===== config.mk =====
export PLATFORM = sky130hd
export DESIGN_NAME = wb_ram_arbiter
export DESIGN_NICKNAME = d
export VERILOG_FILES = /design/src/rtl/wb_ram_arbiter.sv
export SDC_FILE = /design/constraint.sdc
export NUM_CORES = 1
export LEC_CHECK = 0
export CAP_MARGIN = 0
export CORE_UTILIZATION = 37
export DETAILED_ROUTE_END_ITERATION = 7
export MAX_ROUTING_LAYER = met4
export PLACE_DENSITY = 0.8
export SETUP_SLACK_MARGIN = 0.1
export SLEW_MARGIN = 20
export SYNTH_ARGS = -nofsm -noshare
export SYNTH_HDL_FRONTEND = slang
export SYNTH_SLANG_ARGS = --single-unit

===== constraint.sdc =====
create_clock -name clk -period 5.5 [get_ports clk]
set_input_delay 0.825 -clock clk [delete_from_list [all_inputs] [get_ports clk]]
set_output_delay 0.825 -clock clk [all_outputs]
set_load 0.05 [all_outputs]

===== src/rtl/wb_ram_arbiter.sv =====
// Round-robin arbiter sharing one single-port DFFRAM256x32 macro between two
// pipelined Wishbone masters, with fixed two-cycle ack latency.
module wb_ram_arbiter #(
    parameter int unsigned AW = 8,
    parameter int unsigned DW = 32,
    parameter int unsigned SW = DW / 8,
    parameter int unsigned CW = 16
) (
    input  logic          clk,
    input  logic          reset,

    input  logic          p0_stb,
    input  logic          p0_we,
    input  logic [SW-1:0] p0_sel,
    input  logic [AW-1:0] p0_addr,
    input  logic [DW-1:0] p0_dat_i,
    output logic          p0_ack,
    output logic [DW-1:0] p0_dat_o,
    output logic          p0_stall,

    input  logic          p1_stb,
    input  logic          p1_we,
    input  logic [SW-1:0] p1_sel,
    input  logic [AW-1:0] p1_addr,
    input  logic [DW-1:0] p1_dat_i,
    output logic          p1_ack,
    output logic [DW-1:0] p1_dat_o,
    output logic          p1_stall,

    output logic          ram_en,
    output logic [SW-1:0] ram_we,
    output logic [AW-1:0] ram_addr,
    output logic [DW-1:0] ram_di,
    input  logic [DW-1:0] ram_do,

    input  logic          clr_cnt,
    output logic [CW-1:0] conflict_cnt
);

    logic gnt0, gnt1;
    logic last_gnt_q;  // index of the port granted most recently
    logic v1_q, port1_q, we1_q;

    // On a conflict the port that did not win last time is granted.
    always_comb begin
        gnt0 = 1'b0;
        gnt1 = 1'b0;
        if (!reset) begin
            if (p0_stb && p1_stb) begin
                gnt0 = last_gnt_q;
                gnt1 = ~last_gnt_q;
            end else begin
                gnt0 = p0_stb;
                gnt1 = p1_stb;
            end
        end
    end

    assign p0_stall = p0_stb & ~gnt0;
    assign p1_stall = p1_stb & ~gnt1;

    always_comb begin
        ram_en   = gnt0 | gnt1;
        ram_we   = '0;
        ram_addr = p0_addr;
        ram_di   = p0_dat_i;
        if (gnt1) begin
            ram_addr = p1_addr;
            ram_di   = p1_dat_i;
            ram_we   = p1_we ? p1_sel : '0;
        end else if (gnt0) begin
            ram_we   = p0_we ? p0_sel : '0;
        end
    end

    always_ff @(posedge clk or posedge reset) begin
        if (reset) begin
            last_gnt_q <= 1'b1;
        end else if (gnt0 || gnt1) begin
            last_gnt_q <= gnt1;
        end
    end

    always_ff @(posedge clk or posedge reset) begin
        if (reset) begin
            v1_q    <= 1'b0;
            port1_q <= 1'b0;
            we1_q   <= 1'b0;
        end else begin
            v1_q    <= gnt0 | gnt1;
            port1_q <= gnt1;
            we1_q   <= gnt1 ? p1_we : p0_we;
        end
    end

    // Macro Do is valid the cycle after the access, so capture it here.
    always_ff @(posedge clk or posedge reset) begin
        if (reset) begin
            p0_ack   <= 1'b0;
            p1_ack   <= 1'b0;
            p0_dat_o <= '0;
            p1_dat_o <= '0;
        end else begin
            p0_ack <= v1_q & ~port1_q;
            p1_ack <= v1_q & port1_q;
            if (v1_q && !we1_q && !port1_q) begin
                p0_dat_o <= ram_do;
            end
            if (v1_q && !we1_q && port1_q) begin
                p1_dat_o <= ram_do;
            end
        end
    end

    always_ff @(posedge clk or posedge reset) begin
        if (reset) begin
            conflict_cnt <= '0;
        end else if (clr_cnt) begin
            conflict_cnt <= '0;
        end else if (p0_stb && p1_stb && (conflict_cnt != '1)) begin
            conflict_cnt <= conflict_cnt + 1'b1;
        end
    end

endmodule


* Word-level counts from Yosys, hierarchy flattened
Index checks and enable logic that the tools add are counted.
** Word-level totals
- Flip-flop bits (word level) :: 86
- Output and inout port bits :: 129
- Word-level logic and storage cells :: 42
** Operators by class
- Add/subtract/negate cells :: 1
- Eq/ne operators :: 1
- Mux-type cells :: 13
- Bitwise logic cells :: 9
- Reductions and logical operators :: 9
** Operators by type and width (count)
- $mux 16 :: 2
- $mux 32 :: 1
- $add 16x1->16 const B :: 1
- $mux 4 :: 4
- $ne 16x16->1 const B :: 1
- $mux 8 :: 1
- $logic_and 1x1->1 :: 5
- $mux 1 :: 5
- $and 1x1->1 :: 4
- $not 1->1 :: 4
- $logic_not 1->1 :: 2
- $reduce_bool 2->1 :: 1
- $logic_or 1x1->1 :: 1
- $or 1x1->1 :: 1

* Logic depth before layout (Yosys ltp)
- Depth in word-level cells :: 5
- Depth in mapped cells :: 6
- Mapped depth without buffers :: 5

* Least setup slack after synthesis
OpenSTA, ideal clock, no wires.
- Path type :: in2out
- From :: in reset
- To :: out ram_di[0]
- Arrival time :: 4.155 ns
- Path slack :: 0.520 ns
- Cell stages on the path :: 6
- Path buffers :: 1
- Cells stage by stage :: inv_1 -> nand3_1 -> inv_2 -> buf_1 -> nand2_1 -> nand2_1
** Between the ends
- Word-level cells in the longest chain between the ends :: 2
** Ends and longest elaborated chain
- from (decl) :: RTL line 10 : input logic reset,
- $mux 1 :: RTL line 48 : if (!reset) begin
- $mux 32 :: RTL line 67 : if (gnt1) begin
- to (decl) :: RTL line 33 : output logic [DW-1:0] ram_di,
No other way between the ends.

* Final worst setup path
- From :: in p1_stb
- To :: out ram_we[3]
** Between the ends
- Word-level cells in the longest chain between the ends :: 5
- Elaborated cells on any way between the ends :: 7
** Ends and longest elaborated chain
- from (decl) :: RTL line 21 : input logic p1_stb,
- $logic_and 1x1->1 :: RTL line 49 : if (p0_stb && p1_stb) begin
- $mux 1 :: RTL line 49
- $mux 1 :: RTL line 48
- $mux 4 :: RTL line 71 : end else if (gnt0) begin
- $mux 4 (*) :: RTL line 67
- to (decl) :: RTL line 31 : output logic [SW-1:0] ram_we,
Mark *: on every way between the ends. The rest lies on a longest branch, timed or not.

==> metrics.txt <==
Post-Synthesis Cells=400; CTS root buf=clkbuf_8; Clock Tree Buf Depth=2; worst setup path startpoint=p1_stb; routed vias=3962; Antenna Violating Nets Remaining=0; final wirelength=13.3 mm; syn_area_per_cell=10.4 µm²; final hold vios=0; Final Max Slew Viols=0; Sequential Power Share=32.7%; Die Wd=108 µm; Buffers on Ports=255; RSZ-0062 raised after global routing=false; CTS tree=yes; GP Congestion=0.884; Comb power frac=51.3%; LEAKAGE=3.22 nW; post-route cell area=0.00746 mm²; hold buffers post-CTS=0; final worst setup slack=2.00 ns; max frequency=286 MHz; most frequent cells in the layout=210 x clkdlybuf4s50_1, 133 x nand2_1, 85 x dfrtp_1, 71 x mux2_2, 44 x buf_12; Synth Warn #=0; total of max-cap violations=0; Synth top area share=51.2%; crit start category=input pin; CP endpoint kind=primary output; Rel. slew slack=43.7%; total congestion overflow=0; min Tclk post-route=3.50 ns; DRC violations left=0; net switching power=0.00108 W; Tcrit/Tclk final=63.7%; pwr/cell area=345 mW/mm²; ranking of synthesized cells by area=dfrtp_1 51%, mux2_2 19%, nand2_1 12%; Power Total=0.00258 W; routed len/inst=16.7 µm; worst path required time=4.68 ns; FF-to-FF path depth=5; DRT Pass-1 Iters=4; Num Clock Sinks=86; total track usage=23.8%; Chip Height=108 µm; post-layout util=68.5%; most common cell after layout, fill and taps aside=clkdlybuf4s50_1; number of top-level pins=256; dpl ws=2.01 ns; TNS Setup=0 ns; Clk network pwr share=16.0%; sequential area share after synthesis=51.8%; synthesis-stage register bit count=86; Post-synth EDFFs=0; worst slew pin tran=0.843 ns; initial antenna violation count=1; worst setup path end=ram_we[3]; CTS resizes=0; outcome=finished, final reports clean; share of cells above drive strength 1=21.8%; setup slack on the worst flop-to-flop path=3.45 ns; DP Area=0.00728 mm²; Post-Syn Area=0.00416 mm²; FF+latch area=0.00215 mm²; TritonCTS Buffers=9; Max VDD drop=295 µV; Initial Utilization=38.2%; number of DRC markers in iteration 0=234; multi-input logic area=0.00191 mm²; die area=0.0117 mm²; Switching Share=41.8%; async set or reset register ratio after synthesis=100%; nets=780; vias in the first global route=4029; post-CTS setup buffer count=0; post-synth top area cell=dfrtp_1; Cell Rows=38; Via density=4.98; CORE AREA=0.0109 mm²; Layout area overhead=79.6%; clock slew at reported path FFs=0.07 ns; Synth Flop Type=dfrtp_1; DP Wirelength=10.5 mm; Clock Latency Late Sink=0.35 ns; RR Endpoint=conflict_cnt[15]$_DFFE_PP0P_; worst clock skew=0.00999 ns; Int Pwr=0.00150 W; Final setup viols=0; crit path max fanout=46; Mapped Nets=528; first-pass GRT wire length=20.3 mm; post-synthesis cell type count=40; worst min-delay path class=reg2reg; worst reg2reg startpoint=conflict_cnt[1]$_DFFE_PP0P_; H-tree Lvls=3; largest net degree at the start of global routing=89; fillers=816; Setup CP Type=in2out; Worst EP arrival=2.68 ns
[power groups by stage]
stage	clock, W	sequential, W	combinational, W
after global placement	0	0.000844	0.00132
after global routing	0.000455	0.000860	0.00137
after detailed placement	0	0.000858	0.00133
after CTS	0.000427	0.000844	0.00133
after floorplan	0	0.00132	0.000298
final	0.000412	0.000843	0.00132
[cell usage after synthesis (2+ instances only)]
master / count
mux2_2: 71
nand4_1: 2
or3_1: 2
and3_1: 3
a31oi_1: 2
nand3_1: 9
dfrtp_1: 85
nor2b_1: 10
clkbuf_1: 8
a32o_1: 4
buf_2: 4
inv_1: 3
nor2_1: 11
nand2b_1: 2
o31ai_1: 5
and2_1: 5
or4_1: 4
nand2_1: 133
nor4_1: 2
buf_1: 5
a21oi_1: 11
[routing by layer]
metal	GRT usage (%)	part of all wire (%)	up-vias
li1	-	-	1871
met1	24.1	35	1892
met2	43.9	55	172
met3	4.16	6.5	27
met4	11.9	3.4	0
met5	-	0	-
[metrics by stage]
step | hold WS, ns | cells
detailed placement | 0.492 | 781
floorplan | 0.456 | 400
CTS | 0.511 | 795
global placement | 0.485 | 781
global route | 0.524 | 796
finish | 0.507 | 796
[kinds of logic after synthesis]
family | Yosys count | synth area share, %
AND/OR/NAND/NOR | 191 | 20.9
flip-flops | 86 | 51.8
multiplexers | 73 | 19.7
AO/OA/AOI/OAI | 27 | 5.00
buffers and inverters | 22 | 2.29
adder cells (fa/ha/maj) | 1 | 0.301
[worst min path at each step]
stage                                   from                       end  slack (ns)  cells past startpoint
detailed placement  p1_dat_o[14]$_DFFE_PP0P_  p1_dat_o[14]$_DFFE_PP0P_        0.49                      1
floorplan                  port1_q$_DFF_PP0_          p0_ack$_DFF_PP0_        0.46                      1
global placement    p1_dat_o[13]$_DFFE_PP0P_  p1_dat_o[13]$_DFFE_PP0P_        0.49                      1
finish              p1_dat_o[18]$_DFFE_PP0P_  p1_dat_o[18]$_DFFE_PP0P_        0.51                      1
global route        p1_dat_o[25]$_DFFE_PP0P_  p1_dat_o[25]$_DFFE_PP0P_        0.52                      1
CTS                 p1_dat_o[14]$_DFFE_PP0P_  p1_dat_o[14]$_DFFE_PP0P_        0.51                      1
[final cells by class]
class / instances / area share, %
Antenna cell: 1 / 0.0335
Clock buffer: 10 / 1.71
Clock inverter: 4 / 0.671
Inverter: 4 / 0.218
Multi-Input combinational cell: 292 / 25.6
Sequential cell: 86 / 28.9
Tap cell: 140 / 2.35
Timing Repair Buffer: 259 / 40.5
[flip-flops by register name, summed over array words and instances, names as in the netlist]
name          cells
we1_q             1
v1_q              1
port1_q           1
p0_ack            1
p0_dat_o         32
p1_ack            1
p1_dat_o         32
last_gnt_q        1
conflict_cnt     16
[critical path, stage by stage]
cell and delay (ns):
clkdlybuf4s50_1 0.62, nand3_1 0.16, inv_2 0.56, a32o_1 0.33, buf_12 0.15
Note: power is estimated with default switching activity, not from simulation.
